`src/rtl/mem_arbiter_if.sv`:
```
// mem_arbiter_if
// Bundles every signal between the two requesters, the arbiter and the
// single-ported Memory block.
//   requester side : req0/req1, we0/we1, addr0/addr1, wdata0/wdata1 (to arbiter)
//                    ack0/ack1, err0/err1, rdata, busy (from arbiter)
//   memory side    : mem_Address, mem_DataIn, mem_memRead, mem_memWrite (from arbiter)
//                    mem_DataOut (from Memory)
// The slave modport is the arbiter's view. The master modport is the view of
// whoever plays both requesters and the Memory.
interface mem_arbiter_if #(
   parameter int n = 64
);
   logic         req0;
   logic         req1;
   logic         we0;
   logic         we1;
   logic [n-1:0] addr0;
   logic [n-1:0] addr1;
   logic [n-1:0] wdata0;
   logic [n-1:0] wdata1;
   logic         ack0;
   logic         ack1;
   logic         err0;
   logic         err1;
   logic [n-1:0] rdata;
   logic         busy;
   logic [n-1:0] mem_Address;
   logic [n-1:0] mem_DataIn;
   logic         mem_memRead;
   logic         mem_memWrite;
   logic [n-1:0] mem_DataOut;

   modport slave (
      input  req0, req1, we0, we1, addr0, addr1, wdata0, wdata1, mem_DataOut,
      output ack0, ack1, err0, err1, rdata, busy,
             mem_Address, mem_DataIn, mem_memRead, mem_memWrite
   );

   modport master (
      output req0, req1, we0, we1, addr0, addr1, wdata0, wdata1, mem_DataOut,
      input  ack0, ack1, err0, err1, rdata, busy,
             mem_Address, mem_DataIn, mem_memRead, mem_memWrite
   );
endinterface

```
`src/rtl/mem_arbiter.sv`:
```
// mem_arbiter
// Two-port round-robin arbiter in front of a single-ported Memory. Port 0 is
// instruction fetch, port 1 is load/store. Each access takes one GRANT cycle
// in which the registered memory strobes are driven, followed by one ACK cycle
// in which the winning port sees its ack (with err) and any read data.
// Ports:
//   clk   : rising-edge clock
//   reset : asynchronous, active-high reset
//   bus   : mem_arbiter_if slave view (requests, acks, rdata, busy, Memory pins)
module mem_arbiter #(
   parameter int n        = 64,
   parameter int log2Size = 10
) (
   input  logic         clk,
   input  logic         reset,
   mem_arbiter_if.slave bus
);

   typedef enum logic [1:0] {
      IDLE,
      GRANT,
      ACK
   } state_t;

   state_t       state_q, state_d;
   logic         last_q, last_d;
   logic         port_q, port_d;
   logic         we_q, we_d;
   logic         oor_q, oor_d;
   logic [n-1:0] memAddress_q, memAddress_d;
   logic [n-1:0] memDataIn_q, memDataIn_d;
   logic         memRead_q, memRead_d;
   logic         memWrite_q, memWrite_d;
   logic         ack0_q, ack0_d;
   logic         ack1_q, ack1_d;
   logic         err0_q, err0_d;
   logic         err1_q, err1_d;
   logic [n-1:0] rdata_q, rdata_d;

   logic         selValid;
   logic         selPort;
   logic         selWe;
   logic         selOor;
   logic [n-1:0] selAddr;
   logic [n-1:0] selWdata;

   // Pick the next access. In IDLE a lone requester wins and a tie goes to the
   // port that was not granted last. In ACK only the other port may be picked,
   // which is exactly the round-robin winner, so the acked port cannot starve it.
   always_comb begin
      selValid = 1'b0;
      selPort  = 1'b0;
      case (state_q)
         IDLE: begin
            if (bus.req0 && bus.req1) begin
               selValid = 1'b1;
               selPort  = ~last_q;
            end else if (bus.req0) begin
               selValid = 1'b1;
               selPort  = 1'b0;
            end else if (bus.req1) begin
               selValid = 1'b1;
               selPort  = 1'b1;
            end
         end
         ACK: begin
            if (!port_q && bus.req1) begin
               selValid = 1'b1;
               selPort  = 1'b1;
            end else if (port_q && bus.req0) begin
               selValid = 1'b1;
               selPort  = 1'b0;
            end
         end
         default: begin
         end
      endcase
      selWe    = selPort ? bus.we1 : bus.we0;
      selAddr  = selPort ? bus.addr1 : bus.addr0;
      selWdata = selPort ? bus.wdata1 : bus.wdata0;
      selOor   = (selAddr[n-1:log2Size] != '0);
   end

   // Next-state and registered outputs. Memory strobes and acks default to 0
   // so they are high only for the single cycle after the edge that sets them;
   // the memory pins are loaded on the edge entering GRANT and cleared on the
   // edge leaving it, and out-of-range accesses never touch the memory.
   always_comb begin
      state_d      = state_q;
      last_d       = last_q;
      port_d       = port_q;
      we_d         = we_q;
      oor_d        = oor_q;
      memAddress_d = '0;
      memDataIn_d  = '0;
      memRead_d    = 1'b0;
      memWrite_d   = 1'b0;
      ack0_d       = 1'b0;
      ack1_d       = 1'b0;
      err0_d       = 1'b0;
      err1_d       = 1'b0;
      rdata_d      = rdata_q;
      case (state_q)
         IDLE, ACK: begin
            if (selValid) begin
               state_d = GRANT;
               last_d  = selPort;
               port_d  = selPort;
               we_d    = selWe;
               oor_d   = selOor;
               if (!selOor) begin
                  memAddress_d = selAddr;
                  memDataIn_d  = selWe ? selWdata : '0;
                  memRead_d    = ~selWe;
                  memWrite_d   = selWe;
               end
            end else begin
               state_d = IDLE;
            end
         end
         GRANT: begin
            state_d = ACK;
            ack0_d  = ~port_q;
            ack1_d  = port_q;
            err0_d  = ~port_q & oor_q;
            err1_d  = port_q & oor_q;
            if (oor_q) begin
               rdata_d = '0;
            end else if (!we_q) begin
               rdata_d = bus.mem_DataOut;
            end
         end
         default: begin
            state_d = IDLE;
         end
      endcase
   end

   // State register. Reset clears the memory strobes asynchronously so a
   // write caught mid-GRANT never reaches the memory's clock edge.
   always_ff @(posedge clk or posedge reset) begin
      if (reset) begin
         state_q      <= IDLE;
         last_q       <= 1'b1;
         port_q       <= 1'b0;
         we_q         <= 1'b0;
         oor_q        <= 1'b0;
         memAddress_q <= '0;
         memDataIn_q  <= '0;
         memRead_q    <= 1'b0;
         memWrite_q   <= 1'b0;
         ack0_q       <= 1'b0;
         ack1_q       <= 1'b0;
         err0_q       <= 1'b0;
         err1_q       <= 1'b0;
         rdata_q      <= '0;
      end else begin
         state_q      <= state_d;
         last_q       <= last_d;
         port_q       <= port_d;
         we_q         <= we_d;
         oor_q        <= oor_d;
         memAddress_q <= memAddress_d;
         memDataIn_q  <= memDataIn_d;
         memRead_q    <= memRead_d;
         memWrite_q   <= memWrite_d;
         ack0_q       <= ack0_d;
         ack1_q       <= ack1_d;
         err0_q       <= err0_d;
         err1_q       <= err1_d;
         rdata_q      <= rdata_d;
      end
   end

   assign bus.ack0         = ack0_q;
   assign bus.ack1         = ack1_q;
   assign bus.err0         = err0_q;
   assign bus.err1         = err1_q;
   assign bus.rdata        = rdata_q;
   assign bus.busy         = (state_q != IDLE);
   assign bus.mem_Address  = memAddress_q;
   assign bus.mem_DataIn   = memDataIn_q;
   assign bus.mem_memRead  = memRead_q;
   assign bus.mem_memWrite = memWrite_q;

endmodule

```
`src/flat_wrapper.sv`:
```
// flat-port wrapper written by rule: the top's interface ports become plain ports
module mem_arbiter_flat 
#(
   parameter int n        = 64,
   parameter int log2Size = 10
)
  (clk, reset, bus_req0, bus_req1, bus_we0, bus_we1, bus_addr0, bus_addr1, bus_wdata0, bus_wdata1, bus_mem_DataOut, bus_ack0, bus_ack1, bus_err0, bus_err1, bus_rdata, bus_busy, bus_mem_Address, bus_mem_DataIn, bus_mem_memRead, bus_mem_memWrite);
  mem_arbiter_if #(.n(n)) bus_i ();
  input  logic clk;
  input  logic reset;
  input wire logic [$bits(bus_i.req0)-1:0] bus_req0;
  input wire logic [$bits(bus_i.req1)-1:0] bus_req1;
  input wire logic [$bits(bus_i.we0)-1:0] bus_we0;
  input wire logic [$bits(bus_i.we1)-1:0] bus_we1;
  input wire logic [$bits(bus_i.addr0)-1:0] bus_addr0;
  input wire logic [$bits(bus_i.addr1)-1:0] bus_addr1;
  input wire logic [$bits(bus_i.wdata0)-1:0] bus_wdata0;
  input wire logic [$bits(bus_i.wdata1)-1:0] bus_wdata1;
  input wire logic [$bits(bus_i.mem_DataOut)-1:0] bus_mem_DataOut;
  output wire logic [$bits(bus_i.ack0)-1:0] bus_ack0;
  output wire logic [$bits(bus_i.ack1)-1:0] bus_ack1;
  output wire logic [$bits(bus_i.err0)-1:0] bus_err0;
  output wire logic [$bits(bus_i.err1)-1:0] bus_err1;
  output wire logic [$bits(bus_i.rdata)-1:0] bus_rdata;
  output wire logic [$bits(bus_i.busy)-1:0] bus_busy;
  output wire logic [$bits(bus_i.mem_Address)-1:0] bus_mem_Address;
  output wire logic [$bits(bus_i.mem_DataIn)-1:0] bus_mem_DataIn;
  output wire logic [$bits(bus_i.mem_memRead)-1:0] bus_mem_memRead;
  output wire logic [$bits(bus_i.mem_memWrite)-1:0] bus_mem_memWrite;
  assign bus_i.req0 = bus_req0;
  assign bus_i.req1 = bus_req1;
  assign bus_i.we0 = bus_we0;
  assign bus_i.we1 = bus_we1;
  assign bus_i.addr0 = bus_addr0;
  assign bus_i.addr1 = bus_addr1;
  assign bus_i.wdata0 = bus_wdata0;
  assign bus_i.wdata1 = bus_wdata1;
  assign bus_i.mem_DataOut = bus_mem_DataOut;
  assign bus_ack0 = bus_i.ack0;
  assign bus_ack1 = bus_i.ack1;
  assign bus_err0 = bus_i.err0;
  assign bus_err1 = bus_i.err1;
  assign bus_rdata = bus_i.rdata;
  assign bus_busy = bus_i.busy;
  assign bus_mem_Address = bus_i.mem_Address;
  assign bus_mem_DataIn = bus_i.mem_DataIn;
  assign bus_mem_memRead = bus_i.mem_memRead;
  assign bus_mem_memWrite = bus_i.mem_memWrite;
  mem_arbiter #(.n(n), .log2Size(log2Size)) u_core (.clk(clk), .reset(reset), .bus(bus_i));
endmodule
```
`config.mk`:
```
export PLATFORM = sky130hd
export DESIGN_NAME = mem_arbiter_flat
export DESIGN_NICKNAME = d
export VERILOG_FILES = /design/src/rtl/mem_arbiter_if.sv /design/src/rtl/mem_arbiter.sv /design/src/flat_wrapper.sv
export SDC_FILE = /design/constraint.sdc
export NUM_CORES = 1
export LEC_CHECK = 0
export BUFFER_PORTS_ARGS = -buffer_cell sky130_fd_sc_hd__buf_4
export CAP_MARGIN = 10
export CORE_AREA = 3 3 206 208
export DETAILED_ROUTE_END_ITERATION = 8
export DIE_AREA = 0 0 209 211
export MAX_ROUTING_LAYER = met4
export PLACE_DENSITY = 0.51
export SLEW_MARGIN = 20
export SYNTH_ARGS = -nofsm -noshare
export SYNTH_HDL_FRONTEND = slang
export SYNTH_SLANG_ARGS = --single-unit
```
`constraint.sdc`:
```
create_clock -name clk -period 9.5 [get_ports clk]
set_input_delay 1.9 -clock clk [delete_from_list [all_inputs] [get_ports clk]]
set_output_delay 1.9 -clock clk [all_outputs]
set_load 0.01 [all_outputs]
```
==> out/qor.yml <==
crit_slowest_cell: "buf_4"
via_count_of_the_first_global_routing_pass: 7602
grt-busiest-layer: "met2"
synthesis.instances: 739
synth-edff-count: 0
power_density_mw_per_mm2: 172.3
clock_input_transition_at_the_sequential_cells_of_the_worst_setup_and_hold_paths_ns: 0.06
cts_buffer_depth: 3
worstHoldPathType: "flip-flop to flip-flop"
ys_seq_area_share_pct: 64.75
drc: 0
synth_area_per_cell_um2: 10.67
path_common_cell: "buf_4"
hpwl_um: 24790
synth.cells.most_frequent: "nand2_1, dfrtp_1, o21ai_0"
grt-ovfl-total: 0
grt_use_met2_pct: 23.28
timing.slew.headroom_pct: 28.71
routabilityCongestion: 0.8387
synth.cell_area_mm2: 0.007886
core_region_area_mm2: 0.04074
wl_per_cell_um: 17.38
synth_seq_cells: 204
ir_worst_vdd_uv: 112.7
finalClockSkew_ns: 0.01259
synth-async-reset-ratio_pct: 100.0
placed_area_mm2: 0.01256
worst_r2r_startpoint: "u_core.state_q[0]"
synth.top_cell.area_share_pct: 64.41
rsz0062_at_grt: "false"
chipWidth_um: 209
top_level_ports: 525
critPathArrivalTime_ns: 4.58
cp_max_fo: 76
drive_above_1_share_pct: 47.42
ys_top_cells_by_area: "dfrtp_1, nand2_1, a21oi_2"
ys_types: 35
final_report_hold_violation_count: 0
grt_usage_pct: 14.25
cts_repair_resize_count: 0
nets: 1630
drt-pass1-iter-count: 5
critical_path.cell_chain: "buf_4, nor2b_2, and3_2, buf_4, nor3_2, o221ai_4, buf_4, a21oi_1"
htreeDepth: 1
post-cts-setup-buffer-count: 0
postRouteWirelength_um: 32310
min_from: "u_core.bus.rdata[63]"
post-route-cell-area_mm2: 0.01333
global_route_wire_length_before_repair_um: 46630
final-setup-viol-count: 0
worstPathRequired_ns: 9.85
cts-hold-fix-buffers: 0
io_buffers: 524
worstSetupPathType: "input pin to flip-flop"
clkLatencyLatePin_ns: 0.53
pin_count_of_the_biggest_net_entering_global_routing: 101
detail_route.iter0.violations: 236
timing_max_transition_violations_final: 0
use_met1_pct: 16.18
outcome: "finished, final reports clean"
areaGrowthSynthToFinish_pct: 69.05
number_of_antenna_violations_at_the_first_check_in_global_routing: 7
detail-route-antenna-nets: 0
fp.dieArea_mm2: 0.04410
worstSetupEndpointType: "flip-flop"
power.static_leakage_nw: 6.652
clock.fmax_mhz: 236.6
timing.final.crit_share_pct: 44.48
grt_util_met3_pct: 4.782
rows: 74
finalWorstSetupSlack_ns: 5.274
period_needed_ns: 4.226
tritoncts_clock_tree: "built"
synth_area_leader_cell: "dfrtp_1"
post-synth-top-count-cell: "nand2_1"
cts-root-buf: "clkbuf_16"
cp-start-kind: "input pin"
via_count: 7275
yosys_warnings: 0
initial_utilization_pct: 19.36
setup.reg_to_reg.worst_slack_ns: 6.30
dpl_worst_slack_ns: 4.740
cp_slowest_stage_delay_ns: 0.81
clock_sink_count: 204
timing.setup.tns_ns: 0
cts-buffers-inserted: 24
max_slew.worst_pin.slew_ns: 1.069
maxCapViolCount: 0
critPathLaunch: "bus_req1"
synth_flop_cell: "dfrtp_1"
die_h_um: 211
routed_via_density: 3.913
-- report_power, final --
part           switching [W]  internal, W  total, W
Clock               0.000364     0.000533  0.000897
Sequential         0.0000196     0.000900  0.000919
Combinational       0.000307     0.000174  0.000481
-- layer usage --
| metal | share of wire, % | vias up |
|---|---|---|
| met3 | 8.9 | 50 |
| met5 | 0 | - |
| li1 | - | 3519 |
| met4 | 3.7 | 0 |
| met1 | 38 | 3372 |
| met2 | 49 | 334 |
-- cell type report --
| class | instances | area, um2 |
|---|---|---|
| sequential | 204 | 5107 |
| tap | 532 | 665.6 |
| antenna | 7 | 17.52 |
| timing repair buffer | 531 | 3986 |
| clock inverter | 3 | 51.30 |
| multi-input combinational | 539 | 2774 |
| inverter | 4 | 22.52 |
| fill | 4252 | 27410 |
| clock buffer | 39 | 706.9 |
-- per-stage QoR --
stage	hold slack [ns]	power [W]	cells	utilization, %
2_1_floorplan	0.4828	0.001196	792	-
3_3_place_gp	0.4648	0.001430	1810	30.82
5_1_grt	0.5113	0.002428	1859	32.72
3_5_place_dp	0.4743	0.001431	1810	30.82
4_1_cts	0.4873	0.002348	1852	32.68
6_report	0.4836	0.002297	1859	32.72
-- state kept, by name, summed over array words and instances (netlist names) --
register and flops:
u_core.bus.mem_DataIn 64, u_core.bus.ack0 1, u_core.bus.rdata 64, u_core.bus.mem_memWrite 1, u_core.port_q 1, u_core.we_q 1, u_core.bus.mem_memRead 1, u_core.bus.err0 1
u_core.state_q 2, u_core.bus.mem_Address 64, u_core.last_q 1, u_core.bus.err1 1, u_core.bus.ack1 1, u_core.oor_q 1
-- cells by family after synthesis --
kind of cell | share of synthesized area (%)
AND/OR/NAND/NOR | 19.88
flip-flops | 64.75
AO/OA/AOI/OAI | 12.33
buffers and inverters | 2.998
other | 0.04755
-- layout by cell type (no fill, tap or decap), types with 6 or more instances in the layout --
cell type and instances:
nand2_1 216, dfrtp_1 202, nor4_1 26, nand2b_1 65
nand4_1 7, diode_2 7, nor2_1 6, conb_1 54
clkbuf_1 10, clkbuf_16 24, a21oi_2 49, a21oi_1 26
buf_4 531, o21ai_0 66
-- final timing paths --
kind,to,depth (start not counted)
worst max-delay path,u_core.bus.mem_DataIn[5],8
max in group asynchronous,u_core.bus.mem_DataIn[25],3
worst min register to register,u_core.bus.rdata[63],2
worst min-delay path,u_core.bus.rdata[63],2
min in group asynchronous,u_core.bus.rdata[48],2
worst max register to register,u_core.bus.mem_DataIn[5],7
-- worst max-delay path: cells and delay by family --
kind	cells	cell delay, ns
buffers and inverters	3	1.51
and+or+nand+nor	3	0.67
AOI/OAI and AO/OA	2	0.29
(Power assumes the default switching activity.)
